[src/rtl/sndcmd_tx.sv]
// sndcmd_tx: queues main-CPU sound command bytes in a 4-deep FIFO and
// presents them to the sound board as sndno plus a timed sndstart strobe.
//
// Parameters:
//   HOLD    - clk8M cycles sndstart stays high per command (4..255)
//   GAP     - clk8M cycles sndstart stays low after a command (1..255)
//   TIMEOUT - max clk8M cycles spent waiting for snd_ack (1..65535)
//
// Ports:
//   clk8M    in   clock, all state on its rising edge
//   reset_n  in   asynchronous active-low reset
//   cmd_we   in   one-cycle write strobe for cmd_di
//   cmd_di   in   [7:0] command byte from the main CPU
//   snd_ack  in   one-cycle pulse when the sound CPU reads its latch
//   ovf_clr  in   clears the ovf and tmo sticky flags
//   sndno    out  [7:0] command byte presented to the sound board
//   sndstart out  start strobe, sndno is valid on its rising edge
//   busy     out  FSM not idle or FIFO not empty
//   fifo_cnt out  [2:0] FIFO occupancy 0..4
//   ovf      out  sticky: a write was dropped
//   tmo      out  sticky: an ack wait ended by timeout
//
// Build option: define SNDCMD_ACK_EN to add the WAIT_ACK state with
// snd_ack handshake and TIMEOUT; otherwise snd_ack is ignored, tmo is 0.

module sndcmd_tx #(
    parameter int HOLD    = 8,
    parameter int GAP     = 32,
    parameter int TIMEOUT = 4096
) (
    input  logic       clk8M,
    input  logic       reset_n,
    input  logic       cmd_we,
    input  logic [7:0] cmd_di,
    input  logic       snd_ack,
    input  logic       ovf_clr,
    output logic [7:0] sndno,
    output logic       sndstart,
    output logic       busy,
    output logic [2:0] fifo_cnt,
    output logic       ovf,
    output logic       tmo
);

    typedef enum logic [1:0] {
        S_IDLE,
        S_ASSERT,
        S_WAIT_ACK,
        S_GAP
    } state_t;

    localparam logic [15:0] HOLD_M1 = 16'(HOLD - 1);
    localparam logic [15:0] GAP_M1  = 16'(GAP - 1);

    state_t      state, state_d;
    logic [15:0] tmr;
    logic        tmr_clr;
    logic        pop;
    logic        push;
    logic        drop;
    logic        full;
    logic [1:0]  wptr, rptr;
    logic [7:0]  mem [4];

    assign full = (fifo_cnt == 3'd4);
    // A write into a full FIFO still fits when the FSM pops that cycle.
    assign push = cmd_we && (!full || pop);
    assign drop = cmd_we && full && !pop;
    assign busy = (state != S_IDLE) || (fifo_cnt != 3'd0);

`ifdef SNDCMD_ACK_EN
    localparam logic [15:0] TMO_M1 = 16'(TIMEOUT - 1);
    logic ack_seen;
    logic tmo_set;
`else
    logic unused_ack;
    assign unused_ack = snd_ack;
`endif

    always_comb begin
        state_d = state;
        pop     = 1'b0;
        tmr_clr = 1'b0;
`ifdef SNDCMD_ACK_EN
        tmo_set = 1'b0;
`endif
        unique case (state)
            S_IDLE: begin
                tmr_clr = 1'b1;
                if (fifo_cnt != 3'd0) begin
                    pop     = 1'b1;
                    state_d = S_ASSERT;
                end
            end
            S_ASSERT: begin
                if (tmr == HOLD_M1) begin
                    tmr_clr = 1'b1;
`ifdef SNDCMD_ACK_EN
                    state_d = S_WAIT_ACK;
`else
                    state_d = S_GAP;
`endif
                end
            end
            S_WAIT_ACK: begin
`ifdef SNDCMD_ACK_EN
                if (ack_seen || snd_ack) begin
                    tmr_clr = 1'b1;
                    state_d = S_GAP;
                end else if (tmr == TMO_M1) begin
                    tmr_clr = 1'b1;
                    tmo_set = 1'b1;
                    state_d = S_GAP;
                end
`else
                tmr_clr = 1'b1;
                state_d = S_GAP;
`endif
            end
            S_GAP: begin
                if (tmr == GAP_M1) begin
                    tmr_clr = 1'b1;
                    // Chain straight into the next command so the low
                    // phase is exactly GAP cycles when bytes are queued.
                    if (fifo_cnt != 3'd0) begin
                        pop     = 1'b1;
                        state_d = S_ASSERT;
                    end else begin
                        state_d = S_IDLE;
                    end
                end
            end
        endcase
    end

    always_ff @(posedge clk8M or negedge reset_n) begin
        if (!reset_n) begin
            state    <= S_IDLE;
            tmr      <= 16'd0;
            sndstart <= 1'b0;
            sndno    <= 8'd0;
            wptr     <= 2'd0;
            rptr     <= 2'd0;
            fifo_cnt <= 3'd0;
            ovf      <= 1'b0;
        end else begin
            state    <= state_d;
            tmr      <= tmr_clr ? 16'd0 : tmr + 16'd1;
            // Delayed one cycle so sndno is settled before the strobe rises.
            sndstart <= (state == S_ASSERT);
            if (pop) begin
                sndno <= mem[rptr];
                rptr  <= rptr + 2'd1;
            end
            if (push) begin
                wptr <= wptr + 2'd1;
            end
            unique case ({push, pop})
                2'b10:   fifo_cnt <= fifo_cnt + 3'd1;
                2'b01:   fifo_cnt <= fifo_cnt - 3'd1;
                default: fifo_cnt <= fifo_cnt;
            endcase
            if (drop) begin
                ovf <= 1'b1;
            end else if (ovf_clr) begin
                ovf <= 1'b0;
            end
        end
    end

    always_ff @(posedge clk8M) begin
        if (push) begin
            mem[wptr] <= cmd_di;
        end
    end

`ifdef SNDCMD_ACK_EN
    always_ff @(posedge clk8M or negedge reset_n) begin
        if (!reset_n) begin
            ack_seen <= 1'b0;
            tmo      <= 1'b0;
        end else begin
            // An early ack during the strobe ends WAIT_ACK on entry.
            if (pop) begin
                ack_seen <= 1'b0;
            end else if (state == S_ASSERT && snd_ack) begin
                ack_seen <= 1'b1;
            end
            if (tmo_set) begin
                tmo <= 1'b1;
            end else if (ovf_clr) begin
                tmo <= 1'b0;
            end
        end
    end
`else
    assign tmo = 1'b0;
`endif

endmodule

[config.mk]
export PLATFORM = sky130hd
export DESIGN_NAME = sndcmd_tx
export DESIGN_NICKNAME = d
export VERILOG_FILES = /design/src/rtl/sndcmd_tx.sv
export SDC_FILE = /design/constraint.sdc
export NUM_CORES = 1
export LEC_CHECK = 0
export BUFFER_PORTS_ARGS = -buffer_cell sky130_fd_sc_hd__buf_4
export CELL_PAD_IN_SITES_DETAIL_PLACEMENT = 1
export CELL_PAD_IN_SITES_GLOBAL_PLACEMENT = 1
export CORE_ASPECT_RATIO = 1.75
export CORE_UTILIZATION = 49
export DETAILED_ROUTE_END_ITERATION = 12
export HOLD_SLACK_MARGIN = 0.1
export PLACE_DENSITY_LB_ADDON = 0.1
export SETUP_SLACK_MARGIN = 0.05
export SLEW_MARGIN = 0
export SYNTH_ARGS = -nofsm -noshare
export SYNTH_HDL_FRONTEND = slang
export SYNTH_SLANG_ARGS = --single-unit
[constraint.sdc]
create_clock -name clk8M -period 3.5 [get_ports clk8M]
set_input_delay 0.175 -clock clk8M [delete_from_list [all_inputs] [get_ports clk8M]]
set_output_delay 0.175 -clock clk8M [all_outputs]
set_load 0.05 [all_outputs]
==> results.toml <==
[setup_path]
timing.rr.start = "tmr[0]"
cp-start-kind = "register"
criticalPathCategory = "reg -> reg"
cp.arrival_ns = 2.99
worstPathRequired_ns = 3.72
crit_fanout = 14
cp-end-kind = "register"
crit_start = "tmr[0]"

[power_and_ir_drop]
power_density_nw_per_um2 = 843
seq_power_share_pct = 40.2
switchingPower_w = 0.00119
vdd_drop_max_v = 0.000497
p_clk_share_pct = 20.8
intPower_w = 0.00185
pwr-share-comb_pct = 39.0
p_leak_nw = 1.49
netSwitchingFraction_pct = 39.1
finalPower_w = 0.00304

[drt]
wire_per_inst_um = 18.1
firstDrtPassIters = 4
drt_iter0_drc = 41
wl_met3_um = 152
drc_errors = 0
drt-vias-per-instance = 5.39
vias = 1807
met1_length_um = 2190
wl_met2_um = 3600
wl_um = 6070
ant_nets = 0
highest-signal-layer = "met4"

[floorplan]
dieArea_um2 = 6540
io_pins = 28
rows = 37
fp.coreArea_um2 = 5930
die_w_um = 61.6
initial_utilization_pct = 51.4
die_height_um = 106

[timing]
worst_pin_slew_ns = 0.612
rsz0062_at_grt = "no"
finalSetupViolations = 0
fin_crit_sh_pct = 78.9
slew_viol_final = 0
fin_crit_ns = 2.76
finalHoldViolCount = 0
max_freq_mhz = 362
timing.setup.tns_ns = 0
max-slew-margin-rel_pct = 59.2
fin_skew_ns = 0.00590

[cells_and_area]
syn_to_final_growth_pct = 18.6
layout_commonest_cell = "dfrtp_1"
nFillCells = 600
fin_cells = 335
diodes = 0
drive_above_1_share_pct = 23.7
final_nets = 276
final_core_util_pct = 60.9
finish.instance_area_um2 = 3610
layout_common_cells = "35 x dfrtp_1, 32 x edfxtp_1, 27 x buf_4"

[clock_network]
h-tree-depth = 3
clock_latency_ns = 0.35
clk_pin_slew_ns = 0.07
root_buffer = "clkbuf_8"
cts_tree = "done"
clock-sinks = 67
cts_buffer_depth = 2
numCtsBuffers = 9

[grt]
grt_pass1_vias = 2072
grt_pass1_wl_um = 9800
antenna_found_initial = 0
grt_overflow = 0
grt_usage_pct = 21.6
grt_max_degree = 36

[place]
port_buffers = 25
place.gp.congestion = 0.724
place.detailed.hpwl_um = 4300
placed_cell_area_um2 = 3320
dp.cells = 309

[logic_synthesis]
synth-seq-cells = 67
ys.flop_type = "dfrtp_1"
synthCells = 209
syn_nets = 233
ys_seq_area_share_pct = 60.3
syn_area_um2 = 3040
syn_avg_cell_area_um2 = 14.6
synth-edff-count = 32
async_flop_share_pct = 52.2
synth_cell_types = 44
ys_warn_count = 0

[min_path]
min_from = "cmd_we"
worstHoldPathType = "in -> reg"

[status]
outcome = "finished, final reports clean"

[run]
max_cap_viol_count = 0
==> sequential cells by signal, summed over array words and instances, names as in the netlist <==
register  cells
tmr          16
wptr          2
ovf           1
state         2
rptr          2
fifo_cnt      3
sndstart      1
mem          32
sndno         8
==> path summary, 6_finish.rpt <==
kind	end	slack, ns	cells past startpoint
max in group asynchronous	wptr[0]	2.84	2
worst min register to register	tmr[0]	0.50	1
worst min-delay path	fifo_cnt[1]	0.14	3
worst max register to register	fifo_cnt[2]	0.74	10
worst max-delay path	fifo_cnt[2]	0.74	10
min in group asynchronous	tmr[12]	0.32	2
==> routing by layer <==
layer / vias up / GRT usage, %
met4: 0 / 10.0
met2: 25 / 39.4
met3: 10 / 4.87
met5: - / 0
met1: 924 / 21.8
li1: 848 / -
==> Yosys cell counts, types with 2 or more instances <==
| cell | count | area [µm²] |
|---|---|---|
| nor2_1 | 18 | 67.6 |
| nor3_1 | 2 | 10.0 |
| nor2b_1 | 4 | 25.0 |
| buf_1 | 2 | 7.51 |
| edfxtp_1 | 32 | 961 |
| and2_1 | 4 | 25.0 |
| nand4_1 | 4 | 25.0 |
| dfrtp_1 | 35 | 876 |
| nand3_1 | 8 | 40.0 |
| and4_1 | 2 | 17.5 |
| mux2i_1 | 4 | 40.0 |
| inv_1 | 10 | 37.5 |
| xnor2_1 | 11 | 96.3 |
| nand2_1 | 10 | 37.5 |
| xor2_1 | 8 | 70.1 |
| ha_1 | 10 | 125 |
| and4bb_1 | 2 | 25.0 |
| buf_4 | 2 | 15.0 |
| mux2_1 | 5 | 56.3 |
| a21oi_1 | 3 | 15.0 |
| mux2_2 | 3 | 33.8 |
| mux4_2 | 8 | 180 |
==> worst max-delay path, cell delays in order, from the launching register on <==
cell and delay (ns):
dfrtp_1 0.40, ha_1 0.23, and4bb_1 0.31, nand4_4 0.13
o41ai_4 0.30, buf_4 0.27, nand2_1 0.10, fa_1 0.39
and4b_1 0.26, a32oi_1 0.08, xnor2_1 0.16
==> layout make-up <==
class	count	area (µm²)	area share (%)
Clock buffer	11	141	3.92
Clock inverter	5	52.6	1.46
Inverter	10	37.5	1.04
Multi-Input combinational cell	127	1140	31.6
Sequential cell	67	1840	50.9
Tap cell	78	97.6	2.70
Timing Repair Buffer	37	303	8.39
==> per-stage QoR <==
stage                     setup WS (ns)  hold WS (ns)
after CTS                         0.710         0.129
final                             0.737         0.140
after detailed placement          0.728         0.166
after global routing              0.589         0.154
after global placement            0.839         0.148
after floorplan                   0.889        -0.121
==> power by group through the flow <==
stage	registers [W]	clock network [W]	logic, W
finish	0.00122	0.000633	0.00119
detailed placement	0.00125	0	0.00119
floorplan	0.00141	0	0.000652
CTS	0.00123	0.000651	0.00121
global placement	0.00122	0	0.00113
global route	0.00126	0.000678	0.00128
==> logic make-up after synthesis <==
logic type	Yosys count	share of synthesized area [%]
XOR/XNOR	19	5.47
AO/OA/AOI/OAI	13	4.52
AND/OR/NAND/NOR	62	12.0
adder cells (fa/ha/maj)	11	4.77
flip-flops	67	60.3
multiplexers	21	10.7
buffers and inverters	15	2.14
other	1	0.123
==> timing repair <==
action | in CTS | in global routing
buffers inserted | 0 | 0
endpoints found under the setup margin | 0 | 0
hold buffers | 10 | 0
hold endpoints to repair | 68 | 0
resized for setup | 0 | 0
No activity file was read; power rests on OpenSTA's default activity.
